$ cat src/rtl/bpu_update_sched_if.sv
// Handshake bundle between branch resolution, BATAGE and BFNP.
// slave: the scheduler's view. master: the environment (resolution and tables).
// Ports: upd_* intake, batage_* update port, bfnp_* training port, age_* sweep, sched_busy.
interface bpu_update_sched_if #(
  parameter int AGE_W = 10
);
  // Intake from branch resolution
  logic             upd_valid;
  logic             upd_ready;
  logic [31:0]      upd_pc;
  logic             upd_taken;
  logic             upd_mispredict;

  // BATAGE update port
  logic             batage_we;
  logic [31:0]      batage_pc;
  logic             batage_taken;
  logic             batage_alloc;

  // BFNP training port
  logic             bfnp_we;
  logic [31:0]      bfnp_pc;
  logic             bfnp_taken;
  logic             bfnp_ready;

  // Usefulness-aging sweep and status
  logic             age_we;
  logic [AGE_W-1:0] age_idx;
  logic             sched_busy;

  modport slave (
    input  upd_valid, upd_pc, upd_taken, upd_mispredict, bfnp_ready,
    output upd_ready,
    output batage_we, batage_pc, batage_taken, batage_alloc,
    output bfnp_we, bfnp_pc, bfnp_taken,
    output age_we, age_idx, sched_busy
  );

  modport master (
    output upd_valid, upd_pc, upd_taken, upd_mispredict, bfnp_ready,
    input  upd_ready,
    input  batage_we, batage_pc, batage_taken, batage_alloc,
    input  bfnp_we, bfnp_pc, bfnp_taken,
    input  age_we, age_idx, sched_busy
  );
endinterface

$ cat src/rtl/bpu_update_sched.sv
// Update scheduler: buffers resolved-branch records and delivers each once to BATAGE and once to BFNP;
// time-shares the BATAGE write port with a periodic aging sweep. Latency: a record pushed at edge N is at head in cycle N+1.
// Backpressure: upd_ready = !full (from count only); head holds while either port has not taken it.
// Ports: clk, rst (async, active-high), bus (bpu_update_sched_if.slave).
// Optional feature: define BPU_SCHED_AGING_EN to build the age timer and S_AGE sweep.
module bpu_update_sched #(
  parameter int DEPTH      = 4,
  parameter int AGE_PERIOD = 20000,
  parameter int AGE_W      = 10
) (
  input  logic              clk,
  input  logic              rst,
  bpu_update_sched_if.slave bus
);

  localparam int PTR_W = (DEPTH > 1) ? $clog2(DEPTH) : 1;
  localparam int CNT_W = PTR_W + 1;

  // Elaboration-time configuration guard.
  generate
    if ((DEPTH < 2) || ((DEPTH & (DEPTH - 1)) != 0) || (AGE_PERIOD < 1)) begin : g_bad_cfg
      $error("bpu_update_sched: DEPTH must be a power of two >= 2 and AGE_PERIOD >= 1");
    end
  endgenerate

  typedef struct packed {
    logic [31:0] pc;
    logic        taken;
    logic        mispredict;
  } rec_t;

  typedef enum logic {
    S_UPD = 1'b0,
    S_AGE = 1'b1
  } state_t;

  // ---------------------------------------------------------------------------
  // FIFO storage and pointers
  // ---------------------------------------------------------------------------
  rec_t             mem [DEPTH];
  logic [PTR_W-1:0] head;
  logic [PTR_W-1:0] tail;
  logic [CNT_W-1:0] count;

  logic             empty;
  logic             full;
  logic             push;
  logic             pop;
  rec_t             head_rec;
  rec_t             in_rec;

  // Per-head delivery flags; they belong to whichever record sits at head.
  logic             batage_done;
  logic             bfnp_done;

  logic             batage_fire;
  logic             bfnp_fire;

  state_t           state;
  state_t           state_nxt;

  assign empty    = (count == '0);
  assign full     = (count == CNT_W'(DEPTH));
  assign head_rec = mem[head];

  assign in_rec.pc         = bus.upd_pc;
  assign in_rec.taken      = bus.upd_taken;
  assign in_rec.mispredict = bus.upd_mispredict;

  // Ready depends on occupancy only, never on a same-cycle pop.
  assign bus.upd_ready = !full;
  assign push          = bus.upd_valid && !full;

  // BFNP path runs regardless of the BATAGE port FSM.
  assign bfnp_fire = !empty && !bfnp_done && bus.bfnp_ready;

  // A done flag counts if already set or being set on this edge.
  assign pop = !empty && (batage_done || batage_fire) && (bfnp_done || bfnp_fire);

  always_ff @(posedge clk) begin
    if (push) begin
      mem[tail] <= in_rec;
    end
  end

  // Pointers wrap naturally because DEPTH is a power of two.
  always_ff @(posedge clk or posedge rst) begin
    if (rst) begin
      head  <= '0;
      tail  <= '0;
      count <= '0;
    end else begin
      if (push) begin
        tail <= tail + 1'b1;
      end
      if (pop) begin
        head <= head + 1'b1;
      end
      case ({push, pop})
        2'b10:   count <= count + 1'b1;
        2'b01:   count <= count - 1'b1;
        default: count <= count;
      endcase
    end
  end

  always_ff @(posedge clk or posedge rst) begin
    if (rst) begin
      batage_done <= 1'b0;
      bfnp_done   <= 1'b0;
    end else if (pop) begin
      batage_done <= 1'b0;
      bfnp_done   <= 1'b0;
    end else begin
      if (batage_fire) begin
        batage_done <= 1'b1;
      end
      if (bfnp_fire) begin
        bfnp_done <= 1'b1;
      end
    end
  end

  // ---------------------------------------------------------------------------
  // Aging timer and sweep index
  // ---------------------------------------------------------------------------
`ifdef BPU_SCHED_AGING_EN
  localparam int TMR_W = $clog2(AGE_PERIOD + 1);

  logic [TMR_W-1:0] age_timer;
  logic [AGE_W-1:0] age_cnt;
  logic             timer_hit;
  logic             sweep_last;

  assign timer_hit  = (age_timer == TMR_W'(AGE_PERIOD - 1));
  assign sweep_last = (age_cnt == '1);

  // Timer counts S_UPD cycles and rests at 0 during the sweep.
  always_ff @(posedge clk or posedge rst) begin
    if (rst) begin
      age_timer <= '0;
    end else if (state == S_UPD && !timer_hit) begin
      age_timer <= age_timer + 1'b1;
    end else begin
      age_timer <= '0;
    end
  end

  // Sweep index steps through every entry, then parks at 0 for the next sweep.
  always_ff @(posedge clk or posedge rst) begin
    if (rst) begin
      age_cnt <= '0;
    end else if (state == S_AGE && !sweep_last) begin
      age_cnt <= age_cnt + 1'b1;
    end else begin
      age_cnt <= '0;
    end
  end
`endif

  // ---------------------------------------------------------------------------
  // BATAGE port FSM: state register / next state / outputs
  // ---------------------------------------------------------------------------
  always_ff @(posedge clk or posedge rst) begin
    if (rst) begin
      state <= S_UPD;
    end else begin
      state <= state_nxt;
    end
  end

  always_comb begin
    state_nxt = state;
`ifdef BPU_SCHED_AGING_EN
    case (state)
      S_UPD:   if (timer_hit)  state_nxt = S_AGE;
      S_AGE:   if (sweep_last) state_nxt = S_UPD;
      default: state_nxt = S_UPD;
    endcase
`else
    // Without aging the port is permanently in update mode.
    state_nxt = S_UPD;
`endif
  end

  always_comb begin
    batage_fire = 1'b0;
    bus.age_we  = 1'b0;
    bus.age_idx = '0;
    case (state)
      S_UPD: begin
        batage_fire = !empty && !batage_done;
      end
      S_AGE: begin
        bus.age_we = 1'b1;
`ifdef BPU_SCHED_AGING_EN
        bus.age_idx = age_cnt;
`endif
      end
      default: begin
        batage_fire = 1'b0;
      end
    endcase
  end

  // ---------------------------------------------------------------------------
  // Head presentation to both tables
  // ---------------------------------------------------------------------------
  assign bus.batage_we    = batage_fire;
  assign bus.batage_pc    = head_rec.pc;
  assign bus.batage_taken = head_rec.taken;
  assign bus.batage_alloc = batage_fire && head_rec.mispredict;

  assign bus.bfnp_we      = bfnp_fire;
  assign bus.bfnp_pc      = head_rec.pc;
  assign bus.bfnp_taken   = head_rec.taken;

  assign bus.sched_busy   = !empty || (state == S_AGE);

endmodule

$ cat src/flat_wrapper.sv
// flat-port wrapper written by rule: the top's interface ports become plain ports
module bpu_update_sched_flat 
#(
  parameter int DEPTH      = 4,
  parameter int AGE_PERIOD = 20000,
  parameter int AGE_W      = 10
)
  (clk, rst, bus_upd_valid, bus_upd_pc, bus_upd_taken, bus_upd_mispredict, bus_bfnp_ready, bus_upd_ready, bus_batage_we, bus_batage_pc, bus_batage_taken, bus_batage_alloc, bus_bfnp_we, bus_bfnp_pc, bus_bfnp_taken, bus_age_we, bus_age_idx, bus_sched_busy);
  bpu_update_sched_if #(.AGE_W(AGE_W)) bus_i ();
  input  logic clk;
  input  logic rst;
  input wire logic [$bits(bus_i.upd_valid)-1:0] bus_upd_valid;
  input wire logic [$bits(bus_i.upd_pc)-1:0] bus_upd_pc;
  input wire logic [$bits(bus_i.upd_taken)-1:0] bus_upd_taken;
  input wire logic [$bits(bus_i.upd_mispredict)-1:0] bus_upd_mispredict;
  input wire logic [$bits(bus_i.bfnp_ready)-1:0] bus_bfnp_ready;
  output wire logic [$bits(bus_i.upd_ready)-1:0] bus_upd_ready;
  output wire logic [$bits(bus_i.batage_we)-1:0] bus_batage_we;
  output wire logic [$bits(bus_i.batage_pc)-1:0] bus_batage_pc;
  output wire logic [$bits(bus_i.batage_taken)-1:0] bus_batage_taken;
  output wire logic [$bits(bus_i.batage_alloc)-1:0] bus_batage_alloc;
  output wire logic [$bits(bus_i.bfnp_we)-1:0] bus_bfnp_we;
  output wire logic [$bits(bus_i.bfnp_pc)-1:0] bus_bfnp_pc;
  output wire logic [$bits(bus_i.bfnp_taken)-1:0] bus_bfnp_taken;
  output wire logic [$bits(bus_i.age_we)-1:0] bus_age_we;
  output wire logic [$bits(bus_i.age_idx)-1:0] bus_age_idx;
  output wire logic [$bits(bus_i.sched_busy)-1:0] bus_sched_busy;
  assign bus_i.upd_valid = bus_upd_valid;
  assign bus_i.upd_pc = bus_upd_pc;
  assign bus_i.upd_taken = bus_upd_taken;
  assign bus_i.upd_mispredict = bus_upd_mispredict;
  assign bus_i.bfnp_ready = bus_bfnp_ready;
  assign bus_upd_ready = bus_i.upd_ready;
  assign bus_batage_we = bus_i.batage_we;
  assign bus_batage_pc = bus_i.batage_pc;
  assign bus_batage_taken = bus_i.batage_taken;
  assign bus_batage_alloc = bus_i.batage_alloc;
  assign bus_bfnp_we = bus_i.bfnp_we;
  assign bus_bfnp_pc = bus_i.bfnp_pc;
  assign bus_bfnp_taken = bus_i.bfnp_taken;
  assign bus_age_we = bus_i.age_we;
  assign bus_age_idx = bus_i.age_idx;
  assign bus_sched_busy = bus_i.sched_busy;
  bpu_update_sched #(.DEPTH(DEPTH), .AGE_PERIOD(AGE_PERIOD), .AGE_W(AGE_W)) u_core (.clk(clk), .rst(rst), .bus(bus_i));
endmodule
$ cat config.mk
export PLATFORM = sky130hd
export DESIGN_NAME = bpu_update_sched_flat
export DESIGN_NICKNAME = d
export VERILOG_FILES = /design/src/rtl/bpu_update_sched_if.sv /design/src/rtl/bpu_update_sched.sv /design/src/flat_wrapper.sv
export SDC_FILE = /design/constraint.sdc
export NUM_CORES = 1
export LEC_CHECK = 0
export CAP_MARGIN = 5
export CORE_UTILIZATION = 55
export CTS_CLUSTER_DIAMETER = 50
export DETAILED_ROUTE_END_ITERATION = 8
export PLACE_DENSITY = 0.95
export SLEW_MARGIN = 20
export SYNTH_ARGS = -nofsm -noshare
export SYNTH_HDL_FRONTEND = slang
export SYNTH_SLANG_ARGS = --single-unit
$ cat constraint.sdc
create_clock -name clk -period 3.8 [get_ports clk]
set_clock_uncertainty 0.1 [all_clocks]
set_input_delay 0.95 -clock clk [delete_from_list [all_inputs] [get_ports clk]]
set_output_delay 0.95 -clock clk [all_outputs]
set_load 0.02 [all_outputs]
; ---- Yosys cells after proc, flatten, opt, wreduce, memory -nomap -nowiden
; Memories as Yosys holds them, arrays and structs flattened.
; Cells that the tools add are included.
[word_totals]
regBits = 9
latch_bits = 0
ramBits = 136
rom_bits = 0
input_bits = 38
output_inout_bits = 82
wordCells = 37
memories = 1
[classes]
addsub = 4
multipliers = 0
div = 0
magnitude_cmp = 0
eq_ne = 3
shift = 0
muxes = 7
bitwise = 0
reduce_logical = 17
[memory_table]
columns = name, words, word_bits, read_ports, rd_clocked_by_memory_dff, wr, line
row1 = u_core.mem, 4, 34, 1, 0, 1, bpu_update_sched.sv:40  ; rec_t mem [DEPTH];
[op_table]
columns = op, count
row1 = logical AND 1 bit, 7
row2 = two-way mux 1 bit, 6
row3 = one-hot mux 3 bit (2 select lines), 1
row4 = nonzero test 2 bit, 3
row5 = "adder 2 x 1 -> 2 bit, second input constant", 2
row6 = zero test 1 bit, 4
row7 = "adder 3 x 1 -> 3 bit, second input constant", 1
row8 = "== test 3 bit, second input constant", 1
row9 = zero test 3 bit, 1
row10 = "subtractor 3 x 1 -> 3 bit, second input constant", 1
row11 = "== test 2 x 1 -> 1 bit, second input constant", 1
row12 = "== test 2 bit, second input constant", 1
row13 = logical OR 1 bit, 2

; ---- Depth between registers and ports, before layout
; Gate-level depths: netlist of run 1.
[depth]
word_depth = 8
ltp_mapped = 9
depth_no_buf = 9

; ---- Least setup slack after synthesis of run 1
; Ideal clock, no wire load.
[synth_timing]
kind = flip-flop to output port
startpoint = register u_core.head[0]
endpoint = output port bus_bfnp_pc[0]
arrival_time_ps = 1562
required_time_ps = 2750
setup_slack_ps = 1188
path_stages_with_launch = 5
path_buffers = 3
path_cell_list = dfrtp_1 > buf_2 > buf_4 > mux4_2 > buf_4
[synth_between]
elab_chain_cells = 1
[synth_rtl]
columns = element, line
row1 = start: declaration, bpu_update_sched.sv:41  ; logic [PTR_W-1:0] head;
row2 = start signal: assignment, bpu_update_sched.sv:97  ; head <= head + 1'b1;
row3 = memory (4 x 34 bit), -
row4 = end: declaration, flat_wrapper.sv:23  ; output wire logic [$bits(bus_i.bfnp_pc)-1:0] bus_bfnp_pc;
; Every way passes these cells.

; ---- Final worst setup path of run 1
[layout_timing]
startpoint = register u_core.head[0]
endpoint = output port bus_bfnp_pc[13]
; The elaborated chain is that of the path after synthesis.

==> results.md, run 1 <==
* Vias per inst at ~5.4
* Synth unique cells at 24
* Fillcell total at 572
* Initial antenna violation count at 0
* Most frequent cell after synthesis: edfxtp_1
* Most frequently used flop master after synthesis: edfxtp_1
* Clock Latency Late Sink at 0.52 ns
* Sequential share of the synthesized area at 0.750
* Setup TNS at 0 ns
* Synth Warn # at 0
* Fin crit period at 3.62 ns
* Crit. End Element: output pin
* RSZ-0062 raised after global routing: false
* Arrival time of the worst setup path at roughly 2.6 ns
* Final setup violation count at 0
* Max IR drop VDD at 0.520 mV
* Top cell type's share of synthesized area at 0.710
* RePlAce Congestion at ~0.73
* Storage cell area at about 4300 um^2
* Fmax at ~0.28 GHz
* Grt total ovfl at 0
* Via count at around 2700
* Slew Limit Fails at 0
* Pre-antenna DRT Iters at 4
* TritonCTS clock tree: built
* #FFs+latches synth at 145
* Largest cells by area after synthesis: edfxtp_1, mux4_2, buf_4
* Worst-case reg-to-reg path depth at 9
* Worst hold start: u_core.batage_done
* Period utilization at 0.954
* Global-route wire length before repair at approximately 15000 um
* Final instance area at 7330 um^2
* Die H at 104 um
* Antenna-violating nets left at 0
* Max FO, Critical Path at 14
* TritonCTS sink count at 145
* Clock-pin slew on the worst setup and hold paths at roughly 0.060 ns
* Reg-to-Reg Start: u_core.count[0]
* Residual DRC at 0
* Leak pwr at roughly 2.5 nW
* Final hold violations at 0
* Routed wire length at between 9000 and 10000 um
* Routed WL per cell at around 20 um
* Hold buffers post-CTS at 0
* # rows at 36
* WS Path Type: flop to output pin
* Max-cap violations at 0
* Initial Util at 0.578
* Mapped Cells at 270
* Multi-input logic area at about 1100 um^2
* Slew of the pin with the lowest slew margin at slightly below 0.7 ns
* Worst R2R End: u_core.count[2]
* Maximum buffer depth of the clock tree at 2
* Crit path launch type: flop
* Die Wd at between 100 and 150 um
* Fin nets at approximately 410
* Non-filler cells in the finished layout at between 500 and 600
* Post-synth top cells: edfxtp_1, buf_4, mux4_2
* Share of cells above drive strength 1 at 0.208
* Cts repair resizes at 0
* Root Buffer: clkbuf_8
* ANT cells at 0
* I/O pin count at 120
* Status: finished, final reports clean
* Area leader, netlist: edfxtp_1
* Syn Area/Cell at around 21 um^2
* Vias in the first global route at 2890
* Post-placement cell count at 476
* Hold/Removal Path Class: flop to flop
* CTS buffer count at 17
* Req. time, crit path at 2.75 ns
* Placed cell areas at roughly 6700 um^2
* Port bufs at about 110
* Maximum number of pins on one net before global-route repair at 26
* Layout Utilization at 0.736
* Core outline area at between 9000 and 10000 um^2
* Post-synth EDFFs at 136
* WHS Path Cells at 2
* H-tree Lvls at 4
* Setup bufs post-CTS at 0
* Async SR Flop Fraction at 0.0621
* Pwr dens at 915 nW/um^2
* Die area at ~11000 um^2
* Gr usage total at 0.197
* WHS Endpoint: u_core.batage_done
* Post-DP HPWL at about 6400 um
* Area grow syn2layout at 27.4%
* Max-slew headroom at 0.538
* FF-to-FF setup slack at 1.49 ns
* Mapped Area at 5750 um^2
* DR iter-0 viols at 95
==> logic make-up after synthesis <==
group,Yosys count,synth area share
XOR/XNOR,6,0.00914
multiplexers,36,0.138
adder cells (fa/ha/maj),6,0.0144
other,1,0.000652
AO/OA/AOI/OAI,1,0.00196
AND/OR/NAND/NOR,15,0.0163
buffers and inverters,60,0.0705
flip-flops,145,0.750
==> per-layer routing <==
metal,GRT usage,vias to the layer above,part of all wire
met5,0,-,0
met4,0.0796,0,0.020
met3,0.0645,19,0.053
met2,0.333,120,0.53
met1,0.233,1391,0.40
li1,-,1197,-
==> critical path, stage by stage, from the launching register on <==
cell and delay, ns:
dfrtp_2 0.68, buf_12 0.24, mux4_2 0.56, clkdlybuf4s50_1 0.57
==> through the flow <==
stage / total power [W] / setup slack [ns] / hold slack (ns)
2_1_floorplan: 0.00414 / 1.19 / 0.367
3_3_place_gp: 0.00502 / 0.520 / 0.378
3_5_place_dp: 0.00511 / 0.533 / 0.406
4_1_cts: 0.00675 / 0.130 / 0.423
5_1_grt: 0.00696 / 0.0557 / 0.448
6_report: 0.00670 / 0.176 / 0.421
==> report_power, final <==
part / total (W) / internal [W] / switching (W)
Combinational: 0.00276 / 0.00137 / 0.00139
Clock: 0.00164 / 0.00105 / 0.000591
Sequential: 0.00230 / 0.00212 / 0.000177
==> placed cells by master, fill, tap and decap left out, drive strengths merged <==
cell / instances
buf: 7
clkdlybuf4s50: 108
o32a: 1
inv: 8
xor2: 3
edfxtp: 136
clkbuf: 18
dfrtp: 9
mux2: 1
clkinv: 8
clkinvlp: 2
bufinv: 4
and3: 4
nor3: 1
mux2i: 1
mux4: 34
and2: 3
fa: 1
or3b: 1
ha: 5
conb: 11
nor3b: 1
nand2: 1
nor2: 4
xnor2: 3
==> sequential cells by signal (all words and copies together) (netlist names) <==
register and cells:
u_core.mem 136, u_core.tail 2, u_core.count 3, u_core.bfnp_done 1, u_core.head 2, u_core.batage_done 1
==> layout make-up <==
class / instances / area share
inverter: 8 / 0.00410
timing repair buffer: 115 / 0.158
multi-input combinational: 75 / 0.146
clock buffer: 18 / 0.0570
clock inverter: 14 / 0.0232
sequential: 145 / 0.588
tap: 133 / 0.0227
==> how the worst max path moves through the flow <==
stage                        start                end  cells after the start
floorplan           u_core.head[0]     bus_bfnp_pc[0]                      4
global placement    bus_bfnp_ready        bus_bfnp_we                      3
detailed placement  bus_bfnp_ready        bus_bfnp_we                      3
CTS                 u_core.head[0]    bus_bfnp_pc[13]                      3
global route        u_core.head[0]  bus_batage_pc[13]                      3
finish              u_core.head[0]    bus_bfnp_pc[13]                      3
Note: power is estimated with default switching activity, not from simulation.
==> inputs of run 2 (changes only) <==
--- a/config.mk
+++ b/config.mk
@@ -14,3 +14,4 @@
 export SYNTH_ARGS = -nofsm -noshare
 export SYNTH_HDL_FRONTEND = slang
 export SYNTH_SLANG_ARGS = --single-unit
+export TNS_END_PERCENT = 1
==> results of run 2 <==
No change in the layout: final DEF, timing and power equal those of run 1.
==> inputs of run 3 (changes only) <==
--- a/config.mk
+++ b/config.mk
@@ -9,7 +9,9 @@
 export CORE_UTILIZATION = 55
 export CTS_CLUSTER_DIAMETER = 50
 export DETAILED_ROUTE_END_ITERATION = 8
+export MAX_ROUTING_LAYER = met4
 export PLACE_DENSITY = 0.95
+export SETUP_SLACK_MARGIN = 0.05
 export SLEW_MARGIN = 20
 export SYNTH_ARGS = -nofsm -noshare
 export SYNTH_HDL_FRONTEND = slang
==> results.md, run 3 (synthesis gave the netlist of run 1 again) <==
* Status: finished, final reports clean
* Leak pwr at 2.52 nW (unchanged)
* Gr usage total at 0.203 (+0.00586)
* Most frequent cells in the layout: edfxtp_1, clkdlybuf4s50_1, mux4_2
* Area grow syn2layout at 27.4% (unchanged)
* Core outline area at 9950 um^2 (unchanged)
* Arrival time of the worst setup path at 2.57 ns (about the same)
* TritonCTS clock tree: built
* Pre-antenna DRT Iters at 4 (unchanged)
* Sw power at 0.00215 W (-0.18%)
* Pwr dens at 914 nW/um^2 (about the same)
* RSZ-0062 raised after global routing: false
* Routed wire length at 9960 um (about the same)
* Largest Register: u_core.mem
* CP top delay family: buffers and inverters
* Cts repair resizes at 0 (unchanged)
* Max-slew headroom at 0.541 (+0.00359)
* Residual DRC at 0 (unchanged)
* Largest register FFs at 136 (unchanged)
* Share of cells above drive strength 1 at 0.208 (unchanged)
* Sequential power share at 0.343 (about the same)
* Fillcell total at 572 (unchanged)
* Antenna-violating nets left at 0 (unchanged)
* Hold buffers post-CTS at 0 (unchanged)
* H-tree Lvls at 4 (unchanged)
* Final setup violation count at 0 (unchanged)
* Via count at 2730 (+0.11%)
* # rows at 36 (unchanged)
* CTS buffer count at 17 (unchanged)
* CP bufs+invs at 2 (unchanged)
* WHS Endpoint: u_core.batage_done
* Max-cap violations at 0 (unchanged)
* ANT cells at 0 (unchanged)
* Req. time, crit path at 2.75 ns (about the same)
* Initial antenna violation count at 0 (unchanged)
* Final instance area at 7330 um^2 (unchanged)
* Maximum number of pins on one net before global-route repair at 26 (unchanged)
* Period utilization at 0.951 (-0.00223)
* Final hold violations at 0 (unchanged)
* Pint at 0.00454 W (about the same)
* Grt total ovfl at 0 (unchanged)
* Slowest CP cell: dfrtp_2
* FF-to-FF setup slack at 1.50 ns (about the same)
* Vias per inst at 5.37 (+0.11%)
* Crit. End Element: output pin
* Sw frac at 0.322 (-0.000391)
* Worst R2R End: u_core.count[2]
* Power share of the clock group at 0.245 (about the same)
* Storage cell area at 4310 um^2 (unchanged)
* Max IR drop VDD at 0.521 mV (+0.15%)
* DR iter-0 viols at 100 (+5.3%)
* Reg-to-Reg Start: u_core.count[0]
* Vias in the first global route at 2887 (-0.10%)
* Slew of the pin with the lowest slew margin at 0.688 ns (-0.00538 ns)
* Root Buffer: clkbuf_8
* RePlAce Congestion at 0.742 (+1.2%)
* Maximum buffer depth of the clock tree at 2 (unchanged)
* Max FO, Critical Path at 14 (unchanged)
* I/O pin count at 120 (unchanged)
* Die area at 10900 um^2 (unchanged)
* Worst-case reg-to-reg path depth at 9 (unchanged)
* Largest regs: u_core.mem x136, u_core.count x3
* TritonCTS sink count at 145 (unchanged)
* Routed WL per cell at 19.6 um (about the same)
* Combinational power share at 0.412 (about the same)
* Multi-input logic area at 1070 um^2 (unchanged)
* Port bufs at 108 (unchanged)
* Fmax at 0.277 GHz (+0.23%)
* Setup TNS at 0 ns (unchanged)
* Clock-pin slew on the worst setup and hold paths at 0.06 ns (about the same)
* WHS Path Cells at 2 (unchanged)
* Die Wd at 104 um (unchanged)
* Post-DP HPWL at 6360 um (unchanged)
* Placed cell areas at 6740 um^2 (unchanged)
* Fin nets at 406 (unchanged)
* Slew Limit Fails at 0 (unchanged)
* Setup bufs post-CTS at 0 (unchanged)
* WS Path Type: flop to output pin
* Fin crit period at 3.62 ns (-0.00846 ns)
* Global-route wire length before repair at 15300 um (unchanged)
* Crit path launch type: flop
* Die H at 104 um (unchanged)
* Worst path cell trace: buf_12 > mux4_2 > clkdlybuf4s50_1
* Worst hold start: u_core.batage_done
* Clock Latency Late Sink at 0.51 ns (about the same)
* Hold/Removal Path Class: flop to flop
* Initial Util at 0.578 (unchanged)
* Max incr delay on CP at 0.67 ns (about the same)
* Commonest non-fill, non-tap cell in the layout: edfxtp_1
-- run 3: per-stage QoR --
step	hold slack [ns]	std cells	power [W]	util	worst slack (ns)
finish	0.419	508	0.00670	0.736	0.185
global placement	0.378	476	0.00502	0.677	0.520
detailed placement	0.406	476	0.00511	0.677	0.533
CTS	0.423	508	0.00675	0.736	0.130
floorplan	0.367	280	0.00414	-	1.19
global route	0.448	508	0.00696	0.736	0.0585
-- run 3: worst max-delay path by stage --
stage                   startpoint                end  slack [ns]  cells past startpoint
finish              u_core.head[0]    bus_bfnp_pc[13]        0.18                      3
global route        u_core.head[0]  bus_batage_pc[13]        0.06                      3
CTS                 u_core.head[0]    bus_bfnp_pc[13]        0.13                      3
detailed placement  bus_bfnp_ready        bus_bfnp_we        0.53                      3
global placement    bus_bfnp_ready        bus_bfnp_we        0.52                      3
floorplan           u_core.head[0]     bus_bfnp_pc[0]        1.19                      4
-- run 3: cell type report --
cell class / count / area share
multi-input combinational: 75 / 0.146
sequential: 145 / 0.588
clock inverter: 14 / 0.0232
timing repair buffer: 115 / 0.158
tap: 133 / 0.0227
clock buffer: 18 / 0.0570
inverter: 8 / 0.00410
-- run 3: power groups by stage --
stage / logic [W] / clock network [W] / registers (W)
3_3_place_gp: 0.00273 / 0 / 0.00230
3_5_place_dp: 0.00278 / 0 / 0.00233
6_report: 0.00276 / 0.00164 / 0.00230
2_1_floorplan: 0.00193 / 0 / 0.00221
4_1_cts: 0.00280 / 0.00165 / 0.00230
5_1_grt: 0.00290 / 0.00172 / 0.00233
-- run 3: worst min-delay path: stages, from the launching register on --
cell     delay [ns]
dfrtp_1        0.35
nor2_1         0.05
nor2_1         0.07
-- run 3: layer usage --
| layer | GRT usage | share of wire | routed length [um] |
|---|---|---|---|
| met1 | 0.235 | 0.39 | 3890 |
| met2 | 0.333 | 0.53 | 5270 |
| met3 | 0.0602 | 0.059 | 588 |
| met4 | 0.0827 | 0.021 | 208 |
| met5 | - | 0 | 0 |
